`src/rtl/snake_pixel_renderer.sv`:
```
// Purpose: tile-grid pixel colour generator for the snake display path; also derives
//          the game tick from frame arrivals and latches joystick direction.
// Latency: pixel_data/move_tick/mov_dir/dead_frame registered (1 cycle); grid_x/grid_y/cell_strobe combinational.
// Backpressure: none; streaming pixel path, one pixel per clk.
// Ports: clk/rst (sync, active-high); mov {up,left,down,right}; x,y pixel coordinate;
//        entity_data/dead from the snake controller; grid_x/grid_y tile coordinate;
//        cell_strobe in-tile phase pulse; move_tick game tick; mov_dir committed
//        direction (0 R,1 D,2 L,3 U); dead_frame border flash phase; pixel_data colour.
module snake_pixel_renderer #(
  parameter int COORD_W     = 9,
  parameter int CELL_LOG2   = 3,
  parameter int GRID_W      = 30,
  parameter int GRID_H      = 30,
  parameter int COLOR_W     = 16,
  parameter int TICK_FRAMES = 31,
  parameter int TICK_LINE   = 100,
  parameter int CELL_PHASE  = 1,
  parameter logic [COLOR_W-1:0] BG_COLOR     = 16'h0000,
  parameter logic [COLOR_W-1:0] OUT_COLOR    = 16'h0000,
  parameter logic [COLOR_W-1:0] DEAD_COLOR_1 = 16'hF800,
  parameter logic [COLOR_W-1:0] DEAD_COLOR_2 = 16'hFFE0
) (
  input  logic                           clk,
  input  logic                           rst,
  input  logic [3:0]                     mov,
  input  logic [COORD_W-1:0]             x,
  input  logic [COORD_W-1:0]             y,
  input  logic [COLOR_W-1:0]             entity_data,
  input  logic                           dead,
  output logic [COORD_W-CELL_LOG2-1:0]   grid_x,
  output logic [COORD_W-CELL_LOG2-1:0]   grid_y,
  output logic                           cell_strobe,
  output logic                           move_tick,
  output logic [1:0]                     mov_dir,
  output logic                           dead_frame,
  output logic [COLOR_W-1:0]             pixel_data
);

  localparam int GW    = COORD_W - CELL_LOG2;
  localparam int CNT_W = (TICK_FRAMES > 1) ? $clog2(TICK_FRAMES) : 1;

  localparam logic [GW-1:0]        GRID_W_C   = GW'(GRID_W);
  localparam logic [GW-1:0]        GRID_H_C   = GW'(GRID_H);
  localparam logic [GW-1:0]        GRID_W_M1  = GW'(GRID_W - 1);
  localparam logic [GW-1:0]        GRID_H_M1  = GW'(GRID_H - 1);
  localparam logic [COORD_W-1:0]   TICK_LINE_C = COORD_W'(TICK_LINE);
  localparam logic [CELL_LOG2-1:0] PHASE_C    = CELL_LOG2'(CELL_PHASE);
  localparam logic [CNT_W-1:0]     CNT_MAX    = CNT_W'(TICK_FRAMES - 1);

  logic [COORD_W-1:0] y_q;
  logic [CNT_W-1:0]   frame_cnt_q, frame_cnt_d;
  logic               move_tick_q, move_tick_d;
  logic [1:0]         pending_q, pending_d;
  logic [1:0]         mov_dir_q, mov_dir_d;
  logic               dead_q;
  logic               dead_frame_q, dead_frame_d;
  logic [COLOR_W-1:0] pixel_q, pixel_d;

  logic               frame_pulse;
  logic [1:0]         req_dir;
  logic               border;

  assign grid_x      = x[COORD_W-1:CELL_LOG2];
  assign grid_y      = y[COORD_W-1:CELL_LOG2];
  assign cell_strobe = (x[CELL_LOG2-1:0] == PHASE_C) && (y[CELL_LOG2-1:0] == PHASE_C);

  assign move_tick  = move_tick_q;
  assign mov_dir    = mov_dir_q;
  assign dead_frame = dead_frame_q;
  assign pixel_data = pixel_q;

  always_comb begin
    // Edge-detect on the tick line so a y held at TICK_LINE counts once.
    frame_pulse = (y == TICK_LINE_C) && (y_q != TICK_LINE_C);

    frame_cnt_d = frame_cnt_q;
    move_tick_d = 1'b0;
    if (frame_pulse) begin
      if (frame_cnt_q == CNT_MAX) begin
        frame_cnt_d = '0;
        move_tick_d = 1'b1;
      end else begin
        frame_cnt_d = frame_cnt_q + 1'b1;
      end
    end

    // Highest-index request wins: up > left > down > right.
    if (mov[3])      req_dir = 2'd3;
    else if (mov[2]) req_dir = 2'd2;
    else if (mov[1]) req_dir = 2'd1;
    else             req_dir = 2'd0;

    // Reversal is judged against the committed direction, not the pending one,
    // so two quarter-turns inside one tick cannot fold the snake back on itself.
    pending_d = pending_q;
    if ((|mov) && (req_dir != (mov_dir_q ^ 2'd2))) begin
      pending_d = req_dir;
    end

    mov_dir_d = move_tick_q ? pending_q : mov_dir_q;

    // Registered dead state gates the toggle: a tick coinciding with dead rising
    // does not flip the phase.
    dead_frame_d = 1'b0;
    if (dead_q) begin
      dead_frame_d = move_tick_q ? ~dead_frame_q : dead_frame_q;
    end

    border = (grid_x == '0) || (grid_x == GRID_W_M1) ||
             (grid_y == '0) || (grid_y == GRID_H_M1);

    if ((grid_x >= GRID_W_C) || (grid_y >= GRID_H_C)) begin
      pixel_d = OUT_COLOR;
    end else if (dead && border) begin
      pixel_d = dead_frame_q ? DEAD_COLOR_2 : DEAD_COLOR_1;
    end else if (dead) begin
      pixel_d = BG_COLOR;
    end else begin
      pixel_d = entity_data;
    end
  end

  always_ff @(posedge clk) begin
    if (rst) begin
      y_q          <= '0;
      frame_cnt_q  <= '0;
      move_tick_q  <= 1'b0;
      pending_q    <= 2'd0;
      mov_dir_q    <= 2'd0;
      dead_q       <= 1'b0;
      dead_frame_q <= 1'b0;
      pixel_q      <= '0;
    end else begin
      y_q          <= y;
      frame_cnt_q  <= frame_cnt_d;
      move_tick_q  <= move_tick_d;
      pending_q    <= pending_d;
      mov_dir_q    <= mov_dir_d;
      dead_q       <= dead;
      dead_frame_q <= dead_frame_d;
      pixel_q      <= pixel_d;
    end
  end

endmodule

```
`config.mk`:
```
export PLATFORM = sky130hd
export DESIGN_NAME = snake_pixel_renderer
export DESIGN_NICKNAME = d
export VERILOG_FILES = /design/src/rtl/snake_pixel_renderer.sv
export SDC_FILE = /design/constraint.sdc
export NUM_CORES = 1
export LEC_CHECK = 0
export ABC_AREA = 1
export ABC_CLOCK_PERIOD_IN_PS = 1450
export CAP_MARGIN = 10
export CORE_UTILIZATION = 41
export CTS_CLUSTER_DIAMETER = 150
export CTS_CLUSTER_SIZE = 20
export DETAILED_ROUTE_END_ITERATION = 7
export GPL_TIMING_DRIVEN = 0
export PLACE_DENSITY = 0.81
export SYNTH_ARGS = -nofsm -noshare
export SYNTH_HDL_FRONTEND = slang
export SYNTH_SLANG_ARGS = --single-unit
```
`constraint.sdc`:
```
create_clock -name clk -period 1.45 [get_ports clk]
set_input_delay 0.145 -clock clk [delete_from_list [all_inputs] [get_ports clk]]
set_output_delay 0.145 -clock clk [all_outputs]
set_load 0.005 [all_outputs]
```
=== Word level (Yosys, flattened, before mapping) ===
Index checks and enable logic that the tools add are counted.
Widths: inputs -> output; s select.

* Register bits: 37
* Latch bits: 0
* Bits in writable memories: 0
* ROM bits: 0
* Output and inout bits: 33
* Logic and storage cells: 45
* Memories: 0

* Add/sub/neg operators: 1
* Multipliers: 0
* Divide/modulo/power cells: 0
* Magnitude comparators: 2
* Equal/unequal tests: 8
* Shift operators: 0
* Mux-type cells: 8
* Bitwise operators: 4
* Reduce and logical (&&, ||, !) cells: 14

{| class="wikitable"
|+ Operators by type and width
! operator !! count
|-
| $mux 16 || 2
|-
| $eq 6x5->1 const B || 2
|-
| $ge 6x5->1 const B || 2
|-
| $logic_not 6->1 || 2
|-
| $mux 11 || 1
|-
| $eq 9x7->1 const B || 1
|-
| $ne 9x7->1 const B || 1
|-
| $eq 3x1->1 const B || 2
|-
| $reduce_or 2->1 || 3
|-
| $add 5x1->5 const B || 1
|-
| $eq 5x5->1 const B || 1
|-
| $mux 5 || 1
|-
| $logic_and 1x1->1 || 4
|-
| $logic_or 1x1->1 || 4
|-
| $mux 2 || 2
|-
| $not 1->1 || 4
|-
| $reduce_or 4->1 || 1
|-
| $mux 1 || 2
|-
| $ne 2x2->1 || 1
|}

=== Depth between registers and ports, before layout ===
Gate-level depths: netlist (run 1).

* Word-level depth: 6
* Gate-level depth with buffers: 9

=== Worst setup path after synthesis (run 1) ===
Ideal clock, no wire load.

* Kind: register -> register
* From: register frame_cnt_q[0]
* To: register frame_cnt_q[3]
* Setup time: 0.070 ns
* Arrival: 1.083 ns
* Slack: 0.297 ns
* Cell stages (with the launch flop): 8
* Clock period less this slack: 1.153 ns
* Cells stage by stage: dfxtp_1 -> inv_1 -> ha_1 -> nand4_1 -> inv_2 -> a21oi_1 -> nand3_1 -> a21oi_1

* Word-level cells in the longest chain between the ends: 2
* Elaborated cells on any way between the ends: 3
* Those cells by class: add/sub (1); eq/ne (1); mux (1)

{| class="wikitable"
|+ Ends and longest elaborated chain
! item !! line !! RTL
|-
| start: declaration || 51 || <nowiki>logic [CNT_W-1:0] frame_cnt_q, frame_cnt_d;</nowiki>
|-
| start signal: assignment || 135 || <nowiki>frame_cnt_q <= frame_cnt_d;</nowiki>
|-
| $add 5x1->5 or $eq 5x5->1 (tied branches) || 83, 79 ||
|-
| $mux 5 (*) || 79 || <nowiki>if (frame_cnt_q == CNT_MAX) begin</nowiki>
|}

Every way passes the cells marked *; elsewhere a longest branch is shown, timed or not.
A chain may end at the register's enable or synchronous reset.

=== Worst setup path in the final report (run 1) ===
* From: input y[7]
* To: output grid_y[4]

{| class="wikitable"
|+ RTL lines
! item !! line !! RTL
|-
| start: declaration || 27 || <nowiki>input logic [COORD_W-1:0] y,</nowiki>
|-
| end: declaration || 31 || <nowiki>output logic [COORD_W-CELL_LOG2-1:0] grid_y,</nowiki>
|}

No word-level cell between the ends.

==> results of run 1 <==
==> cells by family (layout without fill, tap and decap cells) <==
logic type | count (synthesis) | in the layout | share of synthesized area (%)
adder cells (fa/ha/maj) | 2 | 2 | 1.505
AND/OR/NAND/NOR | 120 | 120 | 34.39
XOR/XNOR | 1 | 1 | 0.5268
buffers and inverters | 50 | 131 | 15.12
flip-flops | 37 | 37 | 44.54
AO/OA/AOI/OAI | 13 | 13 | 3.913
==> cell type report <==
cell class | count | area share [%]
clock buffers | 7 | 3.338
repair buffers | 73 | 28.64
inverters | 33 | 4.790
multi-input cells | 136 | 26.17
well taps | 48 | 2.322
flip-flops and latches | 37 | 28.64
plain buffers | 17 | 4.935
clock inverters | 1 | 1.161
==> worst reg2reg max path, stage by stage, from the launching register on <==
cell and delay [ns]:
sky130_fd_sc_hd__dfxtp_1 0.42, sky130_fd_sc_hd__inv_1 0.07, sky130_fd_sc_hd__ha_1 0.19, sky130_fd_sc_hd__nand4_1 0.16
sky130_fd_sc_hd__inv_2 0.08, sky130_fd_sc_hd__a21oi_1 0.14, sky130_fd_sc_hd__nand3_1 0.11, sky130_fd_sc_hd__a21oi_1 0.12
==> per-layer routing <==
layer / vias up / track usage (%) / part of all wire [%] / wire (microns)
met3: 7 / 4.861 / 5.8 / 215
met1: 690 / 21.47 / 43 / 1599
met2: 52 / 31.76 / 49 / 1835
li1: 841 / - / - / -
met4: 0 / 8.152 / 2.1 / 80
met5: - / 0 / 0 / 0
==> worst max-delay path by stage <==
stage                           to  slack, ns            from
floorplan           frame_cnt_q[3]       0.30  frame_cnt_q[0]
global placement       cell_strobe      -0.19            y[0]
detailed placement     cell_strobe      -0.22            y[0]
CTS                      grid_x[5]      0.005            x[8]
global route           cell_strobe      0.009            y[0]
finish                   grid_y[4]       0.06            y[7]
==> placed cells by master, fill, tap and decap left out, types with 2 or more instances in the layout <==
cell type and instances:
sky130_fd_sc_hd__clkbuf_8 6, sky130_fd_sc_hd__nand3_1 25, sky130_fd_sc_hd__nor2_4 2, sky130_fd_sc_hd__nand2_1 41, sky130_fd_sc_hd__nand3_2 4, sky130_fd_sc_hd__nor2_1 37, sky130_fd_sc_hd__dfxtp_1 37, sky130_fd_sc_hd__nor3_2 2
sky130_fd_sc_hd__dlymetal6s2s_1 5, sky130_fd_sc_hd__clkdlybuf4s50_1 65, sky130_fd_sc_hd__buf_2 3, sky130_fd_sc_hd__a21oi_1 11, sky130_fd_sc_hd__inv_1 32, sky130_fd_sc_hd__buf_6 2, sky130_fd_sc_hd__nand4_1 4, sky130_fd_sc_hd__ha_1 2
sky130_fd_sc_hd__o21ai_0 2, sky130_fd_sc_hd__dlygate4sd2_1 2, sky130_fd_sc_hd__buf_4 12
==> state kept, by name, summed over array words and instances (netlist names) <==
register and cells:
dead_q 1, dead_frame 1, y_q 9, move_tick 1
pixel_data 16, frame_cnt_q 5, pending_q 2, mov_dir 2
==> per-stage QoR <==
stage          setup WS (ns)  cell area (sq um)
2_1_floorplan         0.2973               1663
3_3_place_gp         -0.1949               2454
3_5_place_dp         -0.2179               2454
4_1_cts             0.005276               2566
5_1_grt             0.008658               2586
6_report             0.05779               2586
==> report_power, final <==
part           internal [W]  switching [W]
sequential          0.00104     0.00000772
combinational      0.000188       0.000115
clock              0.000560       0.000342
total               0.00179       0.000465
==> what timing repair did <==
action                     4_1_cts  5_1_grt
setup endpoints to repair        3        6
setup buffers                    0        0
hold buffers                     0        0
resized for setup                3        7
==> run_summary.xml, run 1 <==
<?xml version="1.0" encoding="UTF-8"?>
<metrics>
  <group name="floorplan">
    <metric name="initial_utilization" unit="%">44.09</metric>
    <metric name="floorplan.die_area" unit="sq um">4315</metric>
    <metric name="core_area" unit="sq um">3771</metric>
    <metric name="num_rows" unit="">22</metric>
    <metric name="die_h" unit="microns">65.69</metric>
    <metric name="boundaryPins" unit="">74</metric>
    <metric name="fp.dieW" unit="microns">65.69</metric>
  </group>
  <group name="pwr">
    <metric name="cellLeakagePower" unit="nW">1.209</metric>
    <metric name="power.ir.vdd_worst" unit="uV">368.1</metric>
    <metric name="fin_total_pwr" unit="W">0.002257</metric>
    <metric name="power.density_cell_area" unit="nW/um^2">872.7</metric>
  </group>
  <group name="synthesis">
    <metric name="postSynth.topFlopCell" unit="">sky130_fd_sc_hd__dfxtp_1</metric>
    <metric name="synth_area_leader_cell" unit="">sky130_fd_sc_hd__dfxtp_1</metric>
    <metric name="synth_edf_count" unit="">0</metric>
    <metric name="yosys_warnings" unit="">0</metric>
    <metric name="number_of_synthesized_register_bits" unit="">37</metric>
    <metric name="synth_common_cells" unit="">sky130_fd_sc_hd__nand2_1 (41), sky130_fd_sc_hd__dfxtp_1 (37), sky130_fd_sc_hd__nor2_1 (37)</metric>
    <metric name="netlist_instances" unit="">223</metric>
    <metric name="number_of_distinct_library_cells_after_synthesis" unit="">22</metric>
    <metric name="synth.cell_area" unit="sq um">1663</metric>
    <metric name="syn-mean-instance-area" unit="sq um">7.457</metric>
    <metric name="post-synth-top-count-cell" unit="">sky130_fd_sc_hd__nand2_1</metric>
    <metric name="synth-async-reset-ratio" unit="%">0</metric>
    <metric name="ys_top_cells_by_area" unit="">sky130_fd_sc_hd__dfxtp_1 (45%), sky130_fd_sc_hd__nand2_1 (9.3%), sky130_fd_sc_hd__nor2_1 (8.4%)</metric>
    <metric name="synth_largest_type_area_fraction" unit="%">44.54</metric>
    <metric name="syn-num-nets" unit="">266</metric>
    <metric name="synth.yosys.seq_area_share" unit="%">44.54</metric>
  </group>
  <group name="finish">
    <metric name="final-seq-area" unit="sq um">740.7</metric>
    <metric name="drive_gt1_share" unit="%">12.50</metric>
    <metric name="post_route_utilization" unit="%">68.58</metric>
    <metric name="insertedDiodeCount" unit="">0</metric>
    <metric name="syn_to_final_growth" unit="%">55.53</metric>
    <metric name="finish.cell_count_without_fillers" unit="">352</metric>
    <metric name="layout.nets" unit="">346</metric>
    <metric name="footprint_of_the_multi_input_gates" unit="sq um">676.9</metric>
    <metric name="fillCellCount" unit="">320</metric>
  </group>
  <group name="worst_setup_path">
    <metric name="worst-path-buf-inv" unit="">3</metric>
    <metric name="r2r-start" unit="">frame_cnt_q[0]</metric>
    <metric name="crit-reg2reg-capture" unit="">frame_cnt_q[4]</metric>
    <metric name="criticalPathCategory" unit="">in2out</metric>
    <metric name="critical-path-top-cell-by-count" unit="">sky130_fd_sc_hd__clkdlybuf4s50_1</metric>
    <metric name="worst_case_reg_to_reg_path_depth" unit="">7</metric>
    <metric name="critical_path_cell_by_cell" unit="">clkdlybuf4s50_1 &gt; buf_4 &gt; clkdlybuf4s50_1</metric>
    <metric name="critPathCaptureType" unit="">output pin</metric>
    <metric name="crit_arrival" unit="ns">1.25</metric>
    <metric name="worstSetupStartpointType" unit="">input pin</metric>
    <metric name="largest_fanout_on_the_critical_path" unit="">3</metric>
    <metric name="critical_path_depth" unit="">3</metric>
    <metric name="worst-endpoint-required" unit="ns">1.31</metric>
    <metric name="cp_top_family" unit="">buffers and inverters</metric>
    <metric name="cell_with_the_largest_stage_delay_on_the_worst_path" unit="">sky130_fd_sc_hd__clkdlybuf4s50_1</metric>
    <metric name="max_stage_delay" unit="ns">0.50</metric>
    <metric name="reg2reg_slack" unit="ns">0.11</metric>
  </group>
  <group name="worst_hold_path">
    <metric name="whs_endpoint" unit="">y_q[5]</metric>
    <metric name="min_path_type" unit="">in2reg</metric>
    <metric name="min_from" unit="">y[5]</metric>
    <metric name="hold_path_depth" unit="">3</metric>
  </group>
  <group name="drt">
    <metric name="drc_errors" unit="">0</metric>
    <metric name="initialDrtViolationCount" unit="">76</metric>
    <metric name="route.vias.total" unit="">1590</metric>
    <metric name="final_antenna_net_count" unit="">0</metric>
    <metric name="route.detailed.vias_per_inst" unit="">4.517</metric>
    <metric name="drtPass1Iterations" unit="">4</metric>
    <metric name="wirelength" unit="microns">3730</metric>
    <metric name="avgRoutedWirePerCell" unit="microns">10.60</metric>
  </group>
  <group name="place">
    <metric name="placement.io_buffers" unit="">73</metric>
    <metric name="place.detailed.instances" unit="">344</metric>
    <metric name="place_congestion" unit="">0.7704</metric>
    <metric name="dp.final_hpwl" unit="microns">2884</metric>
  </group>
  <group name="sta">
    <metric name="fmaxAchievable" unit="MHz">718.3</metric>
    <metric name="total_setup_violations_reported_at_the_end_of_the_flow" unit="">0</metric>
    <metric name="unrepaired_setup_endpoints_after_global_routing" unit="">false</metric>
    <metric name="timing.final.crit_period" unit="ns">1.392</metric>
    <metric name="slew_viol_final" unit="">0</metric>
    <metric name="tightest_slew" unit="ns">0.2325</metric>
    <metric name="final.period_utilization" unit="%">96.01</metric>
    <metric name="timing.max_slew.rel_slack" unit="%">84.46</metric>
    <metric name="setup_tns" unit="ns">0</metric>
    <metric name="finClkSkew" unit="ns">0.004277</metric>
    <metric name="worst_hold_margin" unit="ns">0.1564</metric>
    <metric name="final_hold_violation_count" unit="">0</metric>
  </group>
  <group name="global_route">
    <metric name="first_global_vias" unit="">1461</metric>
    <metric name="first_pass_grt_wire_length" unit="microns">6168</metric>
    <metric name="grt_max_degree" unit="">12</metric>
    <metric name="grt_use_total" unit="%">18.57</metric>
    <metric name="grt_antenna_before_repair" unit="">0</metric>
    <metric name="global_route.overflow_total" unit="">0</metric>
  </group>
  <group name="cts">
    <metric name="clock_latency" unit="ns">0.28</metric>
    <metric name="cts_inserted_buffers" unit="">5</metric>
    <metric name="ctsLongestPathBuffers" unit="">2</metric>
    <metric name="tritoncts_clock_tree" unit="">done</metric>
    <metric name="cts_sinks" unit="">37</metric>
    <metric name="htreeDepth" unit="">2</metric>
    <metric name="ctsRootBufferMaster" unit="">sky130_fd_sc_hd__clkbuf_8</metric>
    <metric name="path_clk_slew" unit="ns">0.06</metric>
  </group>
  <group name="status">
    <metric name="outcome" unit="">finished clean</metric>
  </group>
  <group name="run">
    <metric name="max_cap_check_violation_count" unit="">0</metric>
  </group>
</metrics>
(Power assumes the default switching activity.)
==> run 2: changes to the inputs <==
--- a/config.mk
+++ b/config.mk
@@ -8,12 +8,14 @@
 export ABC_AREA = 1
 export ABC_CLOCK_PERIOD_IN_PS = 1450
 export CAP_MARGIN = 10
-export CORE_UTILIZATION = 41
+export CORE_MARGIN = 5
+export CORE_UTILIZATION = 60
 export CTS_CLUSTER_DIAMETER = 150
 export CTS_CLUSTER_SIZE = 20
 export DETAILED_ROUTE_END_ITERATION = 7
+export DONT_BUFFER_PORTS = 1
 export GPL_TIMING_DRIVEN = 0
-export PLACE_DENSITY = 0.81
+export PLACE_DENSITY = 0.78
 export SYNTH_ARGS = -nofsm -noshare
 export SYNTH_HDL_FRONTEND = slang
 export SYNTH_SLANG_ARGS = --single-unit
==> run_summary.xml, run 2 (synthesized netlist as in run 1, its figures left out) <==
<?xml version="1.0" encoding="UTF-8"?>
<metrics>
  <group name="global_route">
    <metric name="first_pass_grt_wire_length" unit="microns">6127</metric>
    <metric name="grt_max_degree" unit="">13</metric>
    <metric name="grt_antenna_before_repair" unit="">0</metric>
    <metric name="grt_use_total" unit="%">19.15</metric>
    <metric name="global_route.overflow_total" unit="">0</metric>
    <metric name="first_global_vias" unit="">1377</metric>
  </group>
  <group name="sta">
    <metric name="unrepaired_setup_endpoints_after_global_routing" unit="">false</metric>
    <metric name="fmaxAchievable" unit="MHz">751.6</metric>
    <metric name="setup_tns" unit="ns">0</metric>
    <metric name="timing.max_slew.rel_slack" unit="%">76.45</metric>
    <metric name="tightest_slew" unit="ns">0.3484</metric>
    <metric name="slew_viol_final" unit="">0</metric>
    <metric name="final_hold_violation_count" unit="">0</metric>
    <metric name="total_setup_violations_reported_at_the_end_of_the_flow" unit="">0</metric>
    <metric name="timing.final.crit_period" unit="ns">1.330</metric>
    <metric name="finClkSkew" unit="ns">0.005571</metric>
    <metric name="final.period_utilization" unit="%">91.76</metric>
  </group>
  <group name="finish">
    <metric name="largest_register_ff_count" unit="">16</metric>
    <metric name="layout.nets" unit="">298</metric>
    <metric name="drive_gt1_share" unit="%">15.23</metric>
    <metric name="post_route_utilization" unit="%">75.35</metric>
    <metric name="insertedDiodeCount" unit="">0</metric>
    <metric name="footprint_of_the_multi_input_gates" unit="sq um">670.6</metric>
    <metric name="syn_to_final_growth" unit="%">22.80</metric>
    <metric name="mostFrequentLayoutCells" unit="">sky130_fd_sc_hd__nand2_1 (41), sky130_fd_sc_hd__nor2_1 (37), sky130_fd_sc_hd__dfxtp_1 (36)</metric>
    <metric name="fillCellCount" unit="">196</metric>
    <metric name="final-seq-area" unit="sq um">742.0</metric>
    <metric name="commonest_non_fill_non_tap_cell_in_the_layout" unit="">sky130_fd_sc_hd__nand2_1</metric>
  </group>
  <group name="worst_hold_path">
    <metric name="hold_path_depth" unit="">3</metric>
    <metric name="min_from" unit="">dead</metric>
    <metric name="whs_endpoint" unit="">pixel_data[12]</metric>
    <metric name="min_path_type" unit="">in2reg</metric>
  </group>
  <group name="place">
    <metric name="placement.io_buffers" unit="">0</metric>
    <metric name="place_congestion" unit="">0.7428</metric>
    <metric name="dp.final_hpwl" unit="microns">2429</metric>
  </group>
  <group name="floorplan">
    <metric name="fp.dieW" unit="microns">62.65</metric>
    <metric name="die_h" unit="microns">62.65</metric>
    <metric name="num_rows" unit="">19</metric>
    <metric name="floorplan.die_area" unit="sq um">3924</metric>
    <metric name="boundaryPins" unit="">74</metric>
    <metric name="initial_utilization" unit="%">61.36</metric>
    <metric name="core_area" unit="sq um">2710</metric>
  </group>
  <group name="cts">
    <metric name="ctsRootBufferMaster" unit="">sky130_fd_sc_hd__clkbuf_4</metric>
    <metric name="cts_sinks" unit="">37</metric>
    <metric name="ctsLongestPathBuffers" unit="">2</metric>
    <metric name="cts_inserted_buffers" unit="">5</metric>
    <metric name="postCtsSetupBuffers" unit="">0</metric>
    <metric name="clock_latency" unit="ns">0.34</metric>
    <metric name="tritoncts_clock_tree" unit="">done</metric>
    <metric name="htreeDepth" unit="">2</metric>
    <metric name="path_clk_slew" unit="ns">0.11</metric>
  </group>
  <group name="worst_setup_path">
    <metric name="reg2reg_slack" unit="ns">0.19</metric>
    <metric name="crit_arrival" unit="ns">1.19</metric>
    <metric name="r2r-start" unit="">frame_cnt_q[0]</metric>
    <metric name="criticalPathCategory" unit="">in2out</metric>
    <metric name="crit-reg2reg-capture" unit="">frame_cnt_q[0]</metric>
    <metric name="worst-endpoint-required" unit="ns">1.31</metric>
    <metric name="critPathCaptureType" unit="">output pin</metric>
    <metric name="largest_fanout_on_the_critical_path" unit="">2</metric>
    <metric name="worst_case_reg_to_reg_path_depth" unit="">7</metric>
    <metric name="worstSetupStartpointType" unit="">input pin</metric>
  </group>
  <group name="pwr">
    <metric name="power.ir.vdd_worst" unit="uV">887.7</metric>
    <metric name="power.density_cell_area" unit="nW/um^2">977.6</metric>
    <metric name="cellLeakagePower" unit="nW">0.9744</metric>
  </group>
  <group name="drt">
    <metric name="route.vias.total" unit="">1463</metric>
    <metric name="drc_errors" unit="">0</metric>
    <metric name="final_antenna_net_count" unit="">0</metric>
    <metric name="route.detailed.vias_per_inst" unit="">5.098</metric>
    <metric name="drtPass1Iterations" unit="">4</metric>
    <metric name="avgRoutedWirePerCell" unit="microns">13.01</metric>
    <metric name="wirelength" unit="microns">3734</metric>
    <metric name="initialDrtViolationCount" unit="">62</metric>
  </group>
  <group name="run">
    <metric name="max_cap_check_violation_count" unit="">0</metric>
  </group>
  <group name="status">
    <metric name="outcome" unit="">finished clean</metric>
  </group>
</metrics>
run 2: changes by cell type in the layout (fill, tap and decap cells not counted), moves of 2 or more:
cell / previous run / this run
sky130_fd_sc_hd__clkdlybuf4s50_1: 65 / 0
sky130_fd_sc_hd__dlymetal6s2s_1: 5 / 0
sky130_fd_sc_hd__clkbuf_8: 6 / 1
sky130_fd_sc_hd__dlygate4sd3_1: 0 / 25
sky130_fd_sc_hd__dlygate4sd2_1: 2 / 0
sky130_fd_sc_hd__clkbuf_4: 0 / 5
run 2: final cells by class:
class	count	share of cell area, %
inverters	33	6.066
well taps	31	1.900
repair buffers	25	12.25
flip-flops and latches	37	36.34
plain buffers	17	6.250
multi-input cells	136	32.84
clock inverters	2	1.838
clock buffers	6	2.512
run 2: repair_timing:
item	in CTS	in global routing
hold endpoints to repair	25	0
resized for setup	0	1
endpoints found under the setup margin	0	2
hold buffers	25	0
run 2: worst max path at each step:
stage	end	slack [ns]	cells after the start	start
global route	cell_strobe	0.01	4	y[1]
finish	cell_strobe	0.12	4	y[1]
CTS	cell_strobe	0.14	4	y[2]
global placement	frame_cnt_q[4]	0.19	7	frame_cnt_q[0]
floorplan	frame_cnt_q[3]	0.30	7	frame_cnt_q[0]
detailed placement	frame_cnt_q[4]	0.19	7	frame_cnt_q[0]
run 2: worst max-delay path, stage by stage:
cell and delay (ns):
sky130_fd_sc_hd__dlygate4sd3_1 0.54, sky130_fd_sc_hd__inv_1 0.10, sky130_fd_sc_hd__nand3_1 0.07, sky130_fd_sc_hd__nor4b_1 0.33
run 2: layer usage:
metal	wire, microns	up-vias	GRT usage (%)
met5	0	-	0
met4	51	0	6.366
met3	292	4	5.576
met2	2009	54	35.62
met1	1380	654	20.29
li1	-	751	-
run 2: through the flow:
step | std cells | hold WS (ns) | worst slack [ns] | cell area, sq um | total power, W
floorplan | 223 | 0.2520 | 0.2973 | 1663 | 0.001189
finish | 287 | 0.02721 | 0.1195 | 2042 | 0.001996
global placement | 254 | 0.2556 | 0.1936 | 1702 | 0.001207
CTS | 287 | 0.01978 | 0.1411 | 2041 | 0.002000
detailed placement | 254 | 0.2552 | 0.1933 | 1702 | 0.001210
global route | 287 | 0.02627 | 0.01049 | 2042 | 0.002074
run 2: power by group:
| group | internal (W) | switching, W |
|---|---|---|
| clock network | 0.000410 | 0.000341 |
| registers | 0.00104 | 0.0000104 |
| logic | 0.000104 | 0.0000877 |
| total | 0.00156 | 0.000439 |
